==> src/rtl/demux_n_stream_if.sv <==
// Handshake bundle between a single-stream producer and the N-way demux; define
// DEMUX_DROP_CNT_EN to carry the 8-bit drop_cnt status alongside err.
interface demux_n_stream_if #(
    parameter int DATA_SIZE = 32,
    parameter int NUM_OUT   = 4,
    parameter int SEL_W     = 2
);
    logic [SEL_W-1:0]             sel;
    logic                         in_valid;
    logic                         in_ready;
    logic [DATA_SIZE-1:0]         din;
    logic [NUM_OUT-1:0]           out_valid;
    logic [NUM_OUT-1:0]           out_ready;
    logic [NUM_OUT*DATA_SIZE-1:0] dout;
    logic                         err;
    logic                         err_clr;
`ifdef DEMUX_DROP_CNT_EN
    logic [7:0]                   drop_cnt;

    modport master (
        output sel, in_valid, din, out_ready, err_clr,
        input  in_ready, out_valid, dout, err, drop_cnt
    );

    modport slave (
        input  sel, in_valid, din, out_ready, err_clr,
        output in_ready, out_valid, dout, err, drop_cnt
    );
`else
    modport master (
        output sel, in_valid, din, out_ready, err_clr,
        input  in_ready, out_valid, dout, err
    );

    modport slave (
        input  sel, in_valid, din, out_ready, err_clr,
        output in_ready, out_valid, dout, err
    );
`endif
endinterface

==> src/rtl/demux_n_stream.sv <==
// Routes one valid/ready word stream to NUM_OUT single-entry channels, 1-cycle latency;
// in_ready drops only when the addressed channel is full and not draining. DEMUX_DROP_CNT_EN adds drop_cnt.
module demux_n_stream #(
    parameter int DATA_SIZE = 32,
    parameter int NUM_OUT   = 4,
    parameter int SEL_W     = 2
) (
    input  logic              clk,
    input  logic              rst_n,
    demux_n_stream_if.slave   bus
);

    logic [NUM_OUT-1:0]   vld_q;
    logic [DATA_SIZE-1:0] data_q [NUM_OUT];
    logic                 err_q;

    logic [NUM_OUT-1:0]   hit;
    logic [NUM_OUT-1:0]   load;
    logic                 in_range;
    logic                 room;
    logic                 in_ready_c;
    logic                 xfer;
    logic                 drop;

    // Decode sel against real channels only, so an out-of-range sel never indexes state.
    always_comb begin
        hit  = '0;
        room = 1'b0;
        for (int k = 0; k < NUM_OUT; k++) begin
            hit[k] = (bus.sel == SEL_W'(k));
            if (hit[k]) begin
                room = ~vld_q[k] | bus.out_ready[k];
            end
        end
        in_range   = |hit;
        in_ready_c = ~in_range | room;
    end

    assign xfer = bus.in_valid & in_ready_c;
    assign load = hit & {NUM_OUT{xfer}};
    assign drop = xfer & ~in_range;

    always_ff @(posedge clk or negedge rst_n) begin
        if (!rst_n) begin
            vld_q <= '0;
            err_q <= 1'b0;
            for (int k = 0; k < NUM_OUT; k++) begin
                data_q[k] <= '0;
            end
        end else begin
            for (int k = 0; k < NUM_OUT; k++) begin
                // A new word into a draining channel keeps it valid: full throughput.
                if (load[k]) begin
                    data_q[k] <= bus.din;
                    vld_q[k]  <= 1'b1;
                end else if (bus.out_ready[k]) begin
                    vld_q[k]  <= 1'b0;
                end
            end
            if (drop) begin
                err_q <= 1'b1;
            end else if (bus.err_clr) begin
                err_q <= 1'b0;
            end
        end
    end

`ifdef DEMUX_DROP_CNT_EN
    logic [7:0] drop_cnt_q;

    always_ff @(posedge clk or negedge rst_n) begin
        if (!rst_n) begin
            drop_cnt_q <= 8'd0;
        end else if (drop) begin
            if (bus.err_clr) begin
                drop_cnt_q <= 8'd1;
            end else if (drop_cnt_q != 8'hFF) begin
                drop_cnt_q <= drop_cnt_q + 8'd1;
            end
        end else if (bus.err_clr) begin
            drop_cnt_q <= 8'd0;
        end
    end

    assign bus.drop_cnt = drop_cnt_q;
`endif

    genvar g;
    generate
        for (g = 0; g < NUM_OUT; g++) begin : g_out
            assign bus.dout[g*DATA_SIZE +: DATA_SIZE] = vld_q[g] ? data_q[g] : '0;
        end
    endgenerate

    assign bus.out_valid = vld_q;
    assign bus.in_ready  = in_ready_c;
    assign bus.err       = err_q;

endmodule

==> src/flat_wrapper.sv <==
// flat-port wrapper written by rule: the top's interface ports become plain ports
module demux_n_stream_flat 
#(
    parameter int DATA_SIZE = 32,
    parameter int NUM_OUT   = 4,
    parameter int SEL_W     = 2
)
  (clk, rst_n, bus_sel, bus_in_valid, bus_din, bus_out_ready, bus_err_clr, bus_in_ready, bus_out_valid, bus_dout, bus_err);
  demux_n_stream_if #(.DATA_SIZE(DATA_SIZE), .NUM_OUT(NUM_OUT), .SEL_W(SEL_W)) bus_i ();
  input  logic clk;
  input  logic rst_n;
  input wire logic [$bits(bus_i.sel)-1:0] bus_sel;
  input wire logic [$bits(bus_i.in_valid)-1:0] bus_in_valid;
  input wire logic [$bits(bus_i.din)-1:0] bus_din;
  input wire logic [$bits(bus_i.out_ready)-1:0] bus_out_ready;
  input wire logic [$bits(bus_i.err_clr)-1:0] bus_err_clr;
  output wire logic [$bits(bus_i.in_ready)-1:0] bus_in_ready;
  output wire logic [$bits(bus_i.out_valid)-1:0] bus_out_valid;
  output wire logic [$bits(bus_i.dout)-1:0] bus_dout;
  output wire logic [$bits(bus_i.err)-1:0] bus_err;
  assign bus_i.sel = bus_sel;
  assign bus_i.in_valid = bus_in_valid;
  assign bus_i.din = bus_din;
  assign bus_i.out_ready = bus_out_ready;
  assign bus_i.err_clr = bus_err_clr;
  assign bus_in_ready = bus_i.in_ready;
  assign bus_out_valid = bus_i.out_valid;
  assign bus_dout = bus_i.dout;
  assign bus_err = bus_i.err;
  demux_n_stream #(.DATA_SIZE(DATA_SIZE), .NUM_OUT(NUM_OUT), .SEL_W(SEL_W)) u_core (.clk(clk), .rst_n(rst_n), .bus(bus_i));
endmodule
==> config.mk <==
export PLATFORM = sky130hd
export DESIGN_NAME = demux_n_stream_flat
export DESIGN_NICKNAME = d
export VERILOG_FILES = /design/src/rtl/demux_n_stream_if.sv /design/src/rtl/demux_n_stream.sv /design/src/flat_wrapper.sv
export SDC_FILE = /design/constraint.sdc
export NUM_CORES = 1
export LEC_CHECK = 0
export BUFFER_PORTS_ARGS = -buffer_cell sky130_fd_sc_hd__buf_2
export CAP_MARGIN = 20
export CORE_ASPECT_RATIO = 0.7
export CORE_MARGIN = 2
export CORE_UTILIZATION = 54
export CTS_BUF_LIST = sky130_fd_sc_hd__clkbuf_8
export DETAILED_ROUTE_END_ITERATION = 6
export PLACE_DENSITY = 0.95
export SLEW_MARGIN = 0
export SYNTH_ARGS = -nofsm -noshare
export SYNTH_HDL_FRONTEND = slang
export SYNTH_SLANG_ARGS = --single-unit
==> constraint.sdc <==
create_clock -name clk -period 1.72 [get_ports clk]
set_input_delay 0.344 -clock clk [delete_from_list [all_inputs] [get_ports clk]]
set_output_delay 0.344 -clock clk [all_outputs]
set_load 0.02 [all_outputs]
==> run summary <==
outcome: finished with violations
failing checks: setup timing
post-synth cell types: 19
switching power: 2.527 mW
Core Area: 10510 sq um
Max-cap violations: 0
layout cells sized above 1: 61.13%
gr usage total: 26.36%
Gate power share: 22.5%
switching share of total power: 28.04%
P&R area growth vs syn: 33.13%
TritonCTS clock tree: built
clock root cell: clkbuf_8
Mean Syn Cell Area: 13.69 sq um
Non-Filler Instances: 786
FP Rows: 31
WL/cell: 20.12 um
Synth top area share: 56.17%
post-synthesis net count: 475
die height: 91.65 um
antenna violations before repair: 1
CP max stage delay: 470 ps
PwrDens: 1142 nW/um^2
hold_sp: bus_err_clr
clock skew: 8.623 ps
vias: 4197
Via density: 5.340
# setup viols final: 129
Yosys warning total: 0
Final Slew Violations: 0
worst min-delay path class: primary input to flop
DP Worst Slack: 89.30 ps
Crit-path slowest cell: mux4_2
wire length of the first global-routing pass: 23.58 mm
clock transition at the registers of the reported paths: 70 ps
DRC Markers: 0
antenna cells: 0
vias in the first global route: 4502
crit path DAT: 1530 ps
minimum clock period: 1875 ps
Worst Setup Path Type: flop to output port
Congestion Overflow GR: 0
DRT Pass-1 Iters: 4
IO Port Bufs: 175
clk buf depth: 2
endpoints failing hold: 0
synth top area cells: dfrtp_1, mux2_2, and2_1
cell count after synthesis: 433
Die Area: 11840 sq um
# IOs: 176
worst r2r src: u_core.bus.out_valid[1]
htree depth: 4
largest net degree at the start of global routing: 58
clk sinks: 133
Starting Density: 56.37%
TritonCTS Buffers: 17
Worst slew margin: 75.68%
worst flop-to-flop path endpoint: u_core.data_q[72]
leakage power: 3.898 nW
die width: 129.2 um
Hold Crit Depth: 2
Reg2Reg Setup Slack: 120 ps
ys flop type: dfrtp_1
crit-path cells: nand2b_4 > mux4_2 > buf_6
Nets: 667
crit path launch type: flop
Worst Hold End: u_core.bus.err
Synth async-reset ratio: 100.0%
Seq/Total Area, Yosys: 56.17%
Worst-Skew Late Latency: 440 ps
Post-synth EDFFs: 0
final setup margin: -154.9 ps
Peak Freq: 0.5334 GHz
area leader, netlist: dfrtp_1
CP max FO: 3
Final Wtd Congestion: 0.8335
unrepaired setup endpoints after global routing: true
CP endpoint kind: output port
period utilisation layout: 109.0%
Worst-Margin Slew: 364.9 ps
Routed Antenna Nets: 0
cell-internal power: 6.483 mW
initial drt markers: 153
cell total after placement: 745
Final HPWL DP: 9.832 mm
sequential power share: 45.8%
Worst Path Required: 1380 ps
clock share of power: 31.7%
Mapped Area: 5926 sq um
Routed WL: 15.82 mm
Worst Reg-to-Reg Cells: 5
VDD IR-drop max: 0.8171 mV
number of synthesized register bits: 133
[worst max path at each step]
stage	startpoint	slack, ps	end	cells past startpoint
global route	u_core.bus.out_valid[0]	-230	bus_in_ready	3
global placement	bus_out_ready[0]	110	bus_in_ready	4
finish	u_core.bus.out_valid[2]	-150	bus_in_ready	3
detailed placement	bus_in_valid	90	u_core.data_q[61]	5
CTS	u_core.bus.out_valid[2]	-170	bus_dout[90]	3
floorplan	u_core.bus.out_valid[1]	180	u_core.data_q[66]	4
[metrics by stage]
| step | TNS [ps] | instance area (sq um) | power, mW | util, % | hold slack, ps |
|---|---|---|---|---|---|
| 2_1_floorplan | 0 | 5926 | 5.256 | - | 48.41 |
| 3_3_place_gp | 0 | 7018 | 5.822 | 66.77 | 277.2 |
| 3_5_place_dp | 0 | 7018 | 5.956 | 66.77 | 278.1 |
| 4_1_cts | -12450 | 7490 | 8.840 | 71.25 | 29.48 |
| 5_1_grt | -16820 | 7889 | 9.396 | 75.05 | 16.45 |
| 6_report | -6494 | 7889 | 9.010 | 75.05 | 56.46 |
[sequential cells by signal (all words and copies together), names as in the netlist]
name                  count
u_core.bus.err            1
u_core.data_q           128
u_core.bus.out_valid      4
[cell usage in the layout (no fill, tap or decap), types with 2 or more instances in the layout]
master and instances:
buf_2 142, mux2_4 11, buf_4 8, mux2_2 112
nand2b_1 3, buf_12 8, buf_6 37, and2_4 31
bufinv_16 3, inv_1 2, nand2_1 5, dfrtp_1 132
clkbuf_16 2, clkbuf_8 23, mux2_1 5, and2_1 97
clkinv_2 2
[power groups by stage]
stage	clock, mW	sequential (mW)	combinational, mW
3_5_place_dp	0	4.13	1.82
3_3_place_gp	0	4.07	1.75
5_1_grt	3.04	4.19	2.17
6_report	2.85	4.13	2.03
4_1_cts	2.90	4.09	1.85
2_1_floorplan	0	4.02	1.23
[cell families (layout without fill, tap and decap cells)]
group,after synthesis,in the layout,synth area share (%)
AO/OA/AOI/OAI,1,1,0.08438
buffers and inverters,26,231,3.040
flip-flops,133,133,56.17
multiplexers,129,129,25.40
AND/OR/NAND/NOR,144,144,15.31
[metal layers]
layer	part of all wire (%)	vias to the layer above	track usage, %
li1	-	1831	-
met1	41	2136	33.48
met2	49	195	42.50
met3	7.7	33	7.876
met4	1.6	2	10.51
met5	0.082	-	0
[worst max-delay path, delay by kind of cell, from the launching register on]
kind | cells | cell delay, ps
muxes | 1 | 470
DFF | 1 | 410
buffers and inverters | 1 | 150
and+or+nand+nor | 1 | 70
[cell usage after synthesis (2+ instances only)]
master,count
nor2b_1,2
mux2_1,5
buf_2,3
clkbuf_1,12
nand2b_1,4
and2_1,128
mux2_4,11
dfrtp_1,133
mux2_2,112
buf_6,10
nand2_1,5
[layout make-up]
cell class,instances,area (sq um)
clock buffers,23,316.6
clock inverters,9,123.9
fillers,618,2623
multi-input cells,274,2511
flip-flops and latches,133,3329
well taps,148,185.2
repair buffers,199,1423
[what timing repair did]
action                                  in CTS  in global routing
hold endpoints to repair                    23                  0
setup buffers                                1                  4
gates cloned                                 0                  3
gates resized for setup                      4                103
pin swaps                                    0                  0
hold buffers                                 1                  0
endpoints found under the setup margin     133                133
Note: power is estimated with default switching activity, not from simulation.
